`src/rtl/dff_lane_arbiter.sv`:
```
// Round-robin arbiter that serializes WIDTH-bit words LSB-first onto a single-bit DFF lane.
// Adds lane framing: lane_en, sof and grant_id, plus a forced idle gap after each word.
module dff_lane_arbiter #(
  parameter int NUM_REQ    = 4,
  parameter int WIDTH      = 8,
  parameter int GAP_CYCLES = 1
) (
  input  logic                       clk,
  input  logic                       rst,
  input  logic [NUM_REQ-1:0]         req_valid,
  input  logic [NUM_REQ*WIDTH-1:0]   req_data,
  output logic [NUM_REQ-1:0]         req_ready,
  output logic                       din,
  output logic                       lane_en,
  output logic                       sof,
  output logic [$clog2(NUM_REQ)-1:0] grant_id,
  output logic                       busy
);

  localparam int IW = $clog2(NUM_REQ);
  localparam int BW = $clog2(WIDTH);
  localparam int GW = (GAP_CYCLES > 1) ? $clog2(GAP_CYCLES) : 1;
  localparam logic [GW-1:0] GAP_LAST  = (GAP_CYCLES > 0) ? GW'(GAP_CYCLES - 1) : '0;
  localparam logic [BW-1:0] BIT_LAST  = BW'(WIDTH - 1);
  localparam logic [IW-1:0] LAST_INIT = IW'(NUM_REQ - 1);

  typedef enum logic [1:0] {
    IDLE  = 2'd0,
    SHIFT = 2'd1,
    GAP   = 2'd2
  } state_t;

  state_t           state_reg, state_next;
  logic [WIDTH-1:0] shreg_reg, shreg_next;
  logic [BW-1:0]    bitcnt_reg, bitcnt_next;
  logic [GW-1:0]    gapcnt_reg, gapcnt_next;
  logic [IW-1:0]    last_grant_reg, last_grant_next;
  logic             din_reg, din_next;
  logic             lane_en_reg, lane_en_next;
  logic             sof_reg, sof_next;
  logic [IW-1:0]    grant_id_reg, grant_id_next;
  logic             busy_reg, busy_next;

  logic [WIDTH-1:0] words [NUM_REQ];
  logic             found;
  logic [IW-1:0]    pick;
  logic [IW-1:0]    cand;
  logic             accept;

  generate
    for (genvar gi = 0; gi < NUM_REQ; gi++) begin : g_unpack
      assign words[gi] = req_data[gi*WIDTH +: WIDTH];
    end
  endgenerate

  // Index last_grant+off modulo NUM_REQ; NUM_REQ need not be a power of two.
  function automatic logic [IW-1:0] wrap_add(input logic [IW-1:0] base, input int off);
    int s;
    s = int'(base) + off;
    if (s >= NUM_REQ) s = s - NUM_REQ;
    return s[IW-1:0];
  endfunction

  // Search starts just after the previous winner, so the last winner has lowest priority.
  always_comb begin
    found = 1'b0;
    pick  = '0;
    cand  = '0;
    for (int off = 1; off <= NUM_REQ; off++) begin
      cand = wrap_add(last_grant_reg, off);
      if (!found && req_valid[cand]) begin
        found = 1'b1;
        pick  = cand;
      end
    end
  end

  always_comb begin
    req_ready = '0;
    if (state_reg == IDLE && found && !rst) req_ready[pick] = 1'b1;
  end

  assign accept = |(req_valid & req_ready);

  always_comb begin
    state_next      = state_reg;
    shreg_next      = shreg_reg;
    bitcnt_next     = bitcnt_reg;
    gapcnt_next     = gapcnt_reg;
    last_grant_next = last_grant_reg;
    din_next        = din_reg;
    lane_en_next    = lane_en_reg;
    sof_next        = sof_reg;
    grant_id_next   = grant_id_reg;
    busy_next       = busy_reg;
    case (state_reg)
      IDLE: begin
        if (accept) begin
          shreg_next      = words[pick] >> 1;
          din_next        = words[pick][0];
          last_grant_next = pick;
          grant_id_next   = pick;
          lane_en_next    = 1'b1;
          sof_next        = 1'b1;
          busy_next       = 1'b1;
          bitcnt_next     = '0;
          state_next      = SHIFT;
        end
      end
      SHIFT: begin
        sof_next = 1'b0;
        if (bitcnt_reg == BIT_LAST) begin
          din_next     = 1'b0;
          lane_en_next = 1'b0;
          gapcnt_next  = '0;
          if (GAP_CYCLES > 0) begin
            state_next = GAP;
          end else begin
            state_next = IDLE;
            busy_next  = 1'b0;
          end
        end else begin
          bitcnt_next = bitcnt_reg + 1'b1;
          din_next    = shreg_reg[0];
          shreg_next  = shreg_reg >> 1;
        end
      end
      GAP: begin
        if (gapcnt_reg == GAP_LAST) begin
          state_next = IDLE;
          busy_next  = 1'b0;
        end else begin
          gapcnt_next = gapcnt_reg + 1'b1;
        end
      end
      default: begin
        state_next   = IDLE;
        din_next     = 1'b0;
        lane_en_next = 1'b0;
        sof_next     = 1'b0;
        busy_next    = 1'b0;
      end
    endcase
  end

  always_ff @(posedge clk) begin
    if (rst) begin
      state_reg      <= IDLE;
      shreg_reg      <= '0;
      bitcnt_reg     <= '0;
      gapcnt_reg     <= '0;
      last_grant_reg <= LAST_INIT;
      din_reg        <= 1'b0;
      lane_en_reg    <= 1'b0;
      sof_reg        <= 1'b0;
      grant_id_reg   <= '0;
      busy_reg       <= 1'b0;
    end else begin
      state_reg      <= state_next;
      shreg_reg      <= shreg_next;
      bitcnt_reg     <= bitcnt_next;
      gapcnt_reg     <= gapcnt_next;
      last_grant_reg <= last_grant_next;
      din_reg        <= din_next;
      lane_en_reg    <= lane_en_next;
      sof_reg        <= sof_next;
      grant_id_reg   <= grant_id_next;
      busy_reg       <= busy_next;
    end
  end

  assign din      = din_reg;
  assign lane_en  = lane_en_reg;
  assign sof      = sof_reg;
  assign grant_id = grant_id_reg;
  assign busy     = busy_reg;

endmodule

```
`config.mk`:
```
export PLATFORM = sky130hd
export DESIGN_NAME = dff_lane_arbiter
export DESIGN_NICKNAME = d
export VERILOG_FILES = /design/src/rtl/dff_lane_arbiter.sv
export SDC_FILE = /design/constraint.sdc
export NUM_CORES = 1
export LEC_CHECK = 0
export CAP_MARGIN = 20
export CELL_PAD_IN_SITES_DETAIL_PLACEMENT = 1
export CELL_PAD_IN_SITES_GLOBAL_PLACEMENT = 2
export CORE_ASPECT_RATIO = 1.25
export CORE_MARGIN = 5
export CORE_UTILIZATION = 37
export CTS_CLUSTER_DIAMETER = 30
export DETAILED_ROUTE_END_ITERATION = 7
export DONT_BUFFER_PORTS = 1
export PLACE_DENSITY = 0.81
export SLEW_MARGIN = 30
export SYNTH_ARGS = -nofsm -noshare
export SYNTH_HDL_FRONTEND = slang
export SYNTH_SLANG_ARGS = --single-unit
```
`constraint.sdc`:
```
create_clock -name clk -period 4.3 [get_ports clk]
set_input_delay 1.075 -clock clk [delete_from_list [all_inputs] [get_ports clk]]
set_output_delay 1.075 -clock clk [all_outputs]
set_load 0.05 [all_outputs]
```
Yosys cells after proc, flatten, opt, wreduce, memory -nomap -nowiden:

Index checks and enable logic that the tools add are counted.
W data, S select, Z words.

* register bits after elaboration: 22
* latch bits: 0
* RAM bits: 0
* bits in read-only memories: 0
* bits of input ports: 38
* output and inout bits: 10
* word-level logic and storage cells: 110
* memories: 0

* add/subtract/negate cells: 10
* multipliers: 0
* div/mod/pow operators: 0
* $lt $le $gt $ge: 11
* equality and inequality tests: 7
* shift-type cells: 0
* muxes and demuxes: 47
* bitwise gates (word level): 4
* reduce and logical (&&, ||, !) cells: 21

Operators by type and width (number)
* $mux W8: 4
* $mux W2: 11
* $bmux W8 S2: 1
* $pmux W8 S2: 1
* $lt A2 B3 Y1 const B: 5
* $mux W1: 15
* $ge A3 B3 Y1 const B: 4
* $reduce_and A3 Y1: 4
* $pmux W1 S3: 3
* $bmux W1 S2: 4
* $ne A2 B2 Y1 const B: 4
* $sub A2 B1 Y2 const B: 4
* $add A2 B2 Y3 const B: 2
* $logic_and A1 B1 Y1: 6
* $mux W3: 2
* $pmux W2 S3: 1
* $pmux W3 S2: 1
* $reduce_and A2 Y1: 3
* $add A2 B3 Y4 const B: 1
* $and A4 B4 Y4: 1
* $ge A4 B3 Y1 const B: 1
* $logic_not A1 Y1: 4
* $mux W4: 1
* $pmux W1 S2: 2
* other kinds (13): 15

Depth between registers and ports, before layout:

Gate-level depths: netlist (run 1).

* word-level depth: 24
* mapped depth: 7
* depth with buffers taken out: 7

Least setup slack after synthesis (run 1):

No wires, ideal clock.

* path type: input to output
* start: in req_valid[0]
* end: out req_ready[2]
* arrival: 2.343 ns
* slack: 0.882 ns
* cell stages on the path: 4
* buffers on the path: 1
* cells stage by stage: buf_2 -> or2_1 -> a211oi_1 -> and2_1

* cells in the longest elaborated chain, start to end: 17
* elaborated cells between the ends (all ways): 30
* those cells by class: order compare (2); mux (19); reduce/logical (9)

Ends and longest elaborated chain
* start: declaration: line 10 `input logic [NUM_REQ-1:0] req_valid,`
* $bmux W1 S2: line 71 `if (!found && req_valid[cand]) begin`
* $mux W1 (implied by the code): line 71
* $mux W1: line 71
* $logic_not A1 Y1: line 71
* $logic_and A1 B1 Y1: line 71
* $mux W1: line 71
* $logic_not A1 Y1: line 71
* $logic_and A1 B1 Y1: line 71
* $mux W1: line 71
* $logic_not A1 Y1: line 71
* $logic_and A1 B1 Y1: line 71
* $mux W2: line 71
* $lt A2 B3 Y1 (implied by the code) / $ge A2 B1 Y1 (equally long branches): line 80 `if (state_reg == IDLE && found && !rst) req_ready[pick] = 1'b1;`
* $logic_and A1 B1 Y1 (implied by the code): line 80
* $mux W1 (implied by the code): line 80
* $demux W1 S2: line 80
* $mux W4 *: line 80
* end: declaration: line 12 `output logic [NUM_REQ-1:0] req_ready,`

Mark *: on every way between the ends. The rest lies on a longest branch, timed or not. The select of a mux whose other input is x is not followed.

Worst setup path after layout (run 1):

Same ends and word-level chain as after synthesis.

==> impl_results.md, run 1 <==
* Status: finished, final reports clean
* Depth of the most critical reg-to-reg path at 5
* Die Area at roughly 5200 um2
* Fin crit share at 0.800
* Clock buffer depth at 2
* Sequential share of the synthesized area at 0.280
* Pre-CTS setup slack at around 0.87 ns
* Peak supply drop at 0.000135 V
* WS Path Type: in -> out
* Fin Hold WS at roughly 0.47 ns
* Via density per instance at 6.51
* Final Setup Violations at 0
* YS warnings at 0
* Total chip power at between 0.5 and 0.6 mW
* Layout cells sized above 1 at 0.0756
* Reg clk slew, reported paths at around 0.070 ns
* Vias in the first global route at roughly 1,400
* Final WL at about 4.3 mm
* Clock latency on the worst-skew pair at between 0.2 and 0.3 ns
* Clock skew at between 0.002 and 0.0025 ns
* CTS Hold Buffers Added at 0
* Cell Pwr Density at ~360 nW/um2
* Via Count at roughly 1,400
* DR DRC count at 0
* Fillers at 465
* IO buf count at 0
* CP Launch Point: req_valid[0]
* Leakage power at approximately 0.56 nW
* #FFs+latches synth at 20
* CORE AREA at between 3000 and 4000 um2
* Ys flop type: dfxtp_1
* Worst EP required at 3.22 ns
* # resized after CTS at 0
* Synth Area per Inst at approximately 8.0 um2
* Clk sink count at 20
* Die Height at slightly below 80 um
* CP Capture Type: output port
* TritonCTS buffer count at 3
* Drt wl/cell at 20.5 um
* TritonCTS clock tree: done
* Async S/R FF share, synth at 0
* Row count at 25
* Syn-to-layout area delta at 3.06%
* RR Startpoint: last_grant_reg[1]
* Placed inst area at about 1400 um2
* Data arrival, critical path at around 2.4 ns
* Critical path peak fanout at 10
* Post-synthesis cell count at around 180
* Largest net degree at the start of global routing at 19
* Post CTS Setup Buffer Count at 0
* Root Buffer: clkbuf_8
* Post-Layout Cell Count at roughly 210
* Largest register FFs at 7
* Antenna violations before repair at 0
* RSZ-0062 raised after global routing: no
* Nets@finish at about 210
* Die Wd at 65.6 um
* Hold Startpoint: bitcnt_reg[1]
* Setup crit start kind: primary input
* Pins Over Slew Limit at 0
* Final Core Density at 0.392
* Post-route minimum period at ~3.4 ns
* Number of synthesized flops with an enable pin at 0
* TritonRoute pass-1 iters at 5
* First-pass GRT wire length at between 7 and 8 mm
* I/O Pins at between 40 and 50
* Library cells used by synthesis at 52
* FF-to-FF End: shreg_reg[3]
* Starting Density at 0.381
* Reg2Reg Setup Slack at ~2.1 ns
* Inst Count DP at roughly 210
* Hold Fails Final Rpt at 0
* GRT Total Usage at 0.171
* Max-cap violations at 0
* Setup_tns at 0 ns
* Post-Synthesis Cell Area at about 1400 um2
* Design Area, Final at between 1000 and 1500 um2
* ANT nets after route at 0
* Post-DP HPWL at approximately 3.5 mm
* Hold Crit Depth at 2
* Post-synthesis net count at about 220
* Rel. slew slack at 0.559
* GR Overflow Total at 0
* GPL Wtd Cong at around 0.91
* Maximum clock rate at 0.291 GHz
* Final worst setup slack at 0.862 ns
* Antenna Cells at 0
* Least-Margin Pin Slew at about 0.66 ns
* DR iter-0 viols at 91
* CTS H-Tree Depth at 1
* Hold crit path type: reg -> reg
* Hold EP: bitcnt_reg[1]
-- cells by family after synthesis --
logic type,share of synthesized area
adder cells (fa/ha/maj),0.0175
multiplexers,0.0324
AND/OR/NAND/NOR,0.256
AO/OA/AOI/OAI,0.363
flip-flops,0.280
buffers and inverters,0.0508
-- synthesized netlist by cell type, types with 2 or more instances --
master	n	area, um2
o21ai_0	7	35.0
a31oi_1	2	12.5
clkbuf_1	2	7.51
inv_1	3	11.3
o211ai_1	10	75.1
o211a_1	2	20.0
nor2_1	15	56.3
a32oi_1	2	17.5
nand3_1	6	30.0
ha_1	2	25.0
buf_2	7	35.0
a21boi_0	3	22.5
nand2b_1	5	31.3
a221oi_1	3	26.3
nor3_1	3	15.0
nand2_1	18	67.6
and2_1	5	31.3
a211oi_1	4	30.0
a21o_1	2	15.0
dfxtp_1	20	400
nor2b_1	4	25.0
mux2i_1	2	20.0
a222oi_1	3	30.0
a21oi_1	13	65.1
and3_1	5	31.3
o221ai_1	3	26.3
o21a_1	3	22.5
-- metal layers --
metal | track usage | part of all wire | up-vias
met2 | 0.320 | 0.54 | 27
met4 | 0.0436 | 0.0088 | 0
met5 | 0 | 0 | -
met1 | 0.199 | 0.42 | 683
li1 | - | - | 666
met3 | 0.0239 | 0.037 | 4
-- worst max-delay path: stages --
cell      delay, ns
or2_1          0.26
a211oi_1       0.50
and2_1         0.52
-- worst max path at each step --
stage | depth (start not counted) | end | slack [ns]
floorplan | 4 | req_ready[2] | 0.88
global route | 3 | req_ready[2] | 0.75
CTS | 3 | req_ready[2] | 0.86
finish | 3 | req_ready[2] | 0.86
global placement | 3 | req_ready[2] | 0.92
detailed placement | 3 | req_ready[2] | 0.87
-- report_power, final --
part / switching [mW] / leakage, nW / total [mW] / internal (mW)
combinational: 0.0843 / 0.367 / 0.140 / 0.0559
clock: 0.0621 / 0.0288 / 0.144 / 0.0815
sequential: 0.0430 / 0.166 / 0.248 / 0.204
-- final cells by class --
class	instances	area (um2)	area share
Multi-Input combinational cell	145	956	0.649
Inverter	3	11.3	0.00765
Tap cell	40	50.0	0.0340
Sequential cell	20	400	0.272
Clock buffer	4	55.1	0.0374
-- cell usage in the layout (no fill, tap or decap), types with 5 or more instances in the layout --
| master | count |
|---|---|
| nand3_1 | 6 |
| o21ai_0 | 7 |
| nor2_1 | 15 |
| and2_1 | 5 |
| dfxtp_1 | 20 |
| o211ai_1 | 10 |
| a21oi_1 | 13 |
| and3_1 | 5 |
| nand2_1 | 18 |
| nand2b_1 | 5 |
No activity file was read; power rests on OpenSTA's default activity.
==> run 2: changes to the inputs <==
- CORE_UTILIZATION: 37 -> 31
- PLACE_DENSITY: 0.81 -> 0.72
- clock period: 4.3 -> 2.9 ns (I/O delays scaled with it)
==> run 2 against run 1 <==
Net effect:
- final cell count rose by 10%
- combinational power grew 56%
- clock skew is 0.0047 ns higher
- final area rose by 3.6%
- largest power group unchanged
- highest routed layer unchanged
==> impl_results.md, run 2 (same netlist as run 1, synthesis figures left out) <==
* Fin crit share at 0.895
* Post-Layout Cell Count at around 230
* Depth of the most critical reg-to-reg path at 5
* Post-route minimum period at between 2 and 3 ns
* First-pass GRT wire length at 7.60 mm
* Antenna violations before repair at 0
* Clock power frac at 0.267
* Pins Over Slew Limit at 0
* IO buf count at 0
* TritonCTS clock tree: done
* Clock skew at roughly 0.0072 ns
* Delay of the slowest critical-path stage at between 0.6 and 0.7 ns
* Crit-path cells: and3b_1 > nor2_1 > nand2_1 > and2_1
* Internal Dissipation at 0.512 mW
* Clock buffer depth at 2
* Setup_tns at 0 ns
* Via Count at about 1,400
* RSZ-0062 raised after global routing: no
* Final Setup Violations at 0
* Worst EP required at approximately 2.2 ns
* Largest net degree at the start of global routing at 19
* Fin Hold WS at ~0.48 ns
* TritonRoute pass-1 iters at 5
* Total chip power at around 0.8 mW
* Peak supply drop at 0.000288 V
* Maximum clock rate at slightly below 0.4 GHz
* ANT nets after route at 0
* Setup crit start kind: register
* Layout cells sized above 1 at 0.0966
* Psw at between 0.2 and 0.3 mW
* Antenna Cells at 0
* Least-Margin Pin Slew at roughly 0.57 ns
* I/O Pins at 48
* Die Wd at between 70 and 80 um
* Syn-to-layout area delta at 6.74%
* WS Path Type: reg -> out
* Critical path peak fanout at 18
* CORE AREA at roughly 4400 um2
* Drt wl/cell at a little over 20 um
* # resized after CTS at 0
* Die Area at a little over 6000 um2
* Post-DP HPWL at approximately 3.8 mm
* Hold Crit Depth at 2
* Largest register FFs at 7
* Nets@finish at ~220
* Status: finished, final reports clean
* Leakage power at 0.582 nW
* TritonCTS buffer count at 3
* Post CTS Setup Buffer Count at 0
* DR DRC count at 0
* GPL Wtd Cong at 0.776
* Commonest non-fill, non-tap cell in the layout: dfxtp_1
* Seq pwr share at 0.460
* Starting Density at 0.323
* Slowest cell on crit path: dfxtp_1
* Inst Count DP at 230
* Cell Pwr Density at 523 nW/um2
* Rel. slew slack at 0.616
* Data arrival, critical path at about 1.9 ns
* CTS Hold Buffers Added at 0
* Die Height at 85.9 um
* Comb pwr share at 0.273
* CTS H-Tree Depth at 1
* Clk sink count at 20
* Root Buffer: clkbuf_8
* Via density per instance at between 6 and 7
* GR Overflow Total at 0
* Most frequent cells in the layout: dfxtp_1 (20), nand2_1 (18), nor2_1 (15), a21oi_1 (13), o211ai_1 (10)
* Vias in the first global route at between 1,500 and 2,000
* Max-cap violations at 0
* Net Sw Frac at 0.358
* Clock latency on the worst-skew pair at roughly 0.26 ns
* Hold Fails Final Rpt at 0
* Row count at 27
* GRT Total Usage at 0.155
* Hold crit path type: reg -> reg
* CP Capture Type: output port
* DR iter-0 viols at 65
* Final WL at 4.78 mm
* Reg clk slew, reported paths at around 0.080 ns
## run 2: layer usage
metal	vias up	wire length (um)	track usage
met1	697	2060	0.188
li1	676	-	-
met4	0	51	0.0325
met2	40	2320	0.268
met3	8	348	0.0481
met5	-	0	0
## run 2: per-stage QoR
stage	cell area (um2)	utilization	worst slack (ns)
floorplan	1430	-	0.182
global placement	1470	0.332	0.400
detailed placement	1470	0.332	0.359
CTS	1530	0.345	0.292
global route	1530	0.345	0.212
finish	1530	0.345	0.304
## run 2: final timing paths
check             slack (ns)              start            end
hold / removal          0.48      bitcnt_reg[1]  bitcnt_reg[1]
setup reg to reg        0.80  last_grant_reg[1]   shreg_reg[3]
setup / recovery        0.30  last_grant_reg[1]   req_ready[0]
hold reg to reg         0.48      bitcnt_reg[1]  bitcnt_reg[1]
## run 2: power groups by stage
stage | registers, mW | clock network (mW) | logic (mW)
global placement | 0.371 | 0 | 0.212
CTS | 0.367 | 0.220 | 0.219
finish | 0.367 | 0.213 | 0.218
detailed placement | 0.373 | 0 | 0.218
global route | 0.372 | 0.234 | 0.241
floorplan | 0.351 | 0 | 0.194
## run 2: cell type report
| cell class | instances | area, um2 |
|---|---|---|
| clock buffers | 4 | 55.1 |
| fillers | 550 | 2900 |
| inverters | 3 | 11.3 |
| multi-input cells | 145 | 956 |
| flip-flops and latches | 20 | 400 |
| well taps | 58 | 72.6 |
| repair buffers | 4 | 30.0 |
## run 2: worst max-delay path: cells and delay by family (launching register included)
kind	cells	cell delay (ns)
flops	1	0.69
simple gates	4	0.92
==> RTL edit: new RTL, flow settings as in run 2 <==
The parameter `NUM_REQ` goes from 4 to 8.
--- a/src/rtl/dff_lane_arbiter.sv
+++ b/src/rtl/dff_lane_arbiter.sv
@@ -1,7 +1,7 @@
 // Round-robin arbiter that serializes WIDTH-bit words LSB-first onto a single-bit DFF lane.
 // Adds lane framing: lane_en, sof and grant_id, plus a forced idle gap after each word.
 module dff_lane_arbiter #(
-  parameter int NUM_REQ    = 4,
+  parameter int NUM_REQ    = 8,
   parameter int WIDTH      = 8,
   parameter int GAP_CYCLES = 1
 ) (
Ports: changed (resized grant_id, req_data, req_ready and req_valid); port bits go from 48 to 89. No check against the original RTL was run, so the function may have changed too.
==> RTL edit against run 2 <==
  * The run now ends with setup timing left
  * Sequential cell count rose by 2
  * Combinational power rose to 17 times the old value
  * Total power rose to 5.7 times the old value
  * Via count rose by 82%
  * Sequential share of layout area fell by 14 points
  * Final cell count rose by 91%
  * Area after synthesis rose by 72%
  * Clock power rose by 35%
  * Design area rose by 130%
  * Critical path depth rose by 6
  * Count of clock-buffer cells in the layout fell by 1
  * Die area rose by 62%
  * Wire length rose by 91%
  * Setup slack got worse by 1.4 ns
  * Largest power group is now combinational logic
  * Highest routed layer unchanged
==> RTL edit: results (changes against run 2) <==
* Worst path max stage delay at 0.49 ns (-0.20 ns)
* Worst Hold Class: register to register
* Initial antenna violation count at 0 (unchanged)
* Drt first pass iters at 4 (-1)
* Seq/Total Area, Yosys at 17.9% (-10 points)
* Leak Pwr at 1.45 nW (+150%)
* Mux cell area share after synthesis at 27.1% (+24 points)
* First-pass GRT wire length at 14.2 mm (+86%)
* Hpwl dp at 6.99 mm (+83%)
* Area fraction in compound gates after synthesis at 23.1% (-13 points)
* Cts bufs inserted at 3 (unchanged)
* Finished Layout Cells at 447 (+91%)
* DP Worst Slack at -0.814 ns (-1.17 ns)
* CP max stage cell: mux4_2
* Worst VDD drop at 0.783 mV (+170%)
* Synth Instances at 293 (+64%)
* Post-Synth XOR/XNOR Area at 0.711% (+0.71 points)
* Placed inst area at 3060 um^2 (+110%)
* Adder-cell share of the synthesized area at 2.03% (+0.28 points)
* Mapped Nets at 371 (+69%)
* Vias in the first global route at 2859 (+89%)
* Final instance area at 3540 um^2 (+130%)
* Layout cells sized above 1 at 44.9% (+35 points)
* GPL Wtd Cong at 0.901 (+16%)
* Synth cell types at 52 (unchanged)
* Clock insertion delay at the later pin of the skew report at 0.26 ns (about the same)
* Status: finished, violations left
* Number of vias per cell at 5.78 (-4.8%)
* 1st-iter DRT viols at 88 (+35%)
* Violated checks: setup timing
* Final worst slack at -1.08 ns (-1.38 ns)
* Worst Path Max Fanout at 7 (-11)
* Final setup fails at 28 (+28)
* Reg2reg setup slack at -0.57 ns (-1.37 ns)
* Worst EP arrival at 3.25 ns (+1.38 ns)
* Slew HR at 59.2% (-2.4 points)
* Fill cells at 884 (+61%)
* Placed Instances at 429 (+87%)
* Clk_skew at 0.00311 ns (-0.00405 ns)
* Ys Warns at 0 (unchanged)
* GRT Overall Usage at 17.6% (+2.1 points)
* Routed len/inst at 20.4 um (about the same)
* Post-synth top cells: nand2_1 (51), mux2i_1 (24), dfxtp_1 (22), a21oi_1 (19), nor2_1 (18)
* Synth area leaders: dfxtp_1 (18%), mux4_2 (15%), mux2i_1 (9.8%), nand2_1 (7.8%), a32oi_1 (5.7%)
* Largest net degree at the start of global routing at 29 (+10)
RTL edit: logic make-up (layout without fill, tap and decap cells):
| kind of cell | Yosys count | after routing |
|---|---|---|
| multiplexers | 46 | 46 |
| flip-flops | 22 | 22 |
| AND/OR/NAND/NOR | 115 | 115 |
| adder cells (fa/ha/maj) | 4 | 4 |
| buffers and inverters | 28 | 87 |
| XOR/XNOR | 2 | 2 |
| AO/OA/AOI/OAI | 76 | 76 |
RTL edit: what timing repair did:
| action | CTS | global route |
|---|---|---|
| cloned | 1 | 0 |
| hold endpoints to repair | 0 | 0 |
| endpoints found under the setup margin | 25 | 28 |
| buffers inserted | 9 | 8 |
| resized for setup | 34 | 34 |
| pin swaps | 9 | 11 |
RTL edit: tightest hold or removal path, stage by stage, from the launching register on:
cell and delay, ns:
dfxtp_1 0.32, nand2_1 0.05, a21oi_1 0.05
RTL edit: path summary, 6_finish.rpt:
kind | from | endpoint | depth (start not counted)
max | last_grant_reg[1] | req_ready[7] | 10
min | bitcnt_reg[1] | bitcnt_reg[1] | 2
max reg2reg | last_grant_reg[1] | din | 13
min reg2reg | bitcnt_reg[1] | bitcnt_reg[1] | 2
RTL edit: final cells by class:
class                      count  area share (%)
multi-input combinational    243            60.5
timing repair buffer          76            20.4
sequential                    22            12.7
tap                           95            3.35
clock buffer                   3            1.17
inverter                       7            1.02
clock inverter                 1           0.847
RTL edit: stage by stage:
stage | hold WS [ns] | setup TNS (ns)
global placement | 0.440 | -11.10
floorplan | 0.436 | -12.68
finish | 0.458 | -14.31
CTS | 0.464 | -12.61
global route | 0.486 | -17.60
detailed placement | 0.451 | -12.85
RTL edit: report_power, final:
group | switching [mW] | internal [mW]
sequential | 0.145 | 0.389
clock | 0.102 | 0.184
combinational | 1.88 | 1.86
total | 2.13 | 2.44
RTL edit: routing by layer:
metal	up-vias	track usage [%]	wire length (um)
met2	61	37.2	5340
met3	10	2.05	283
met4	0	5.29	257
li1	1238	-	-
met5	-	0	0
met1	1276	17.6	3250
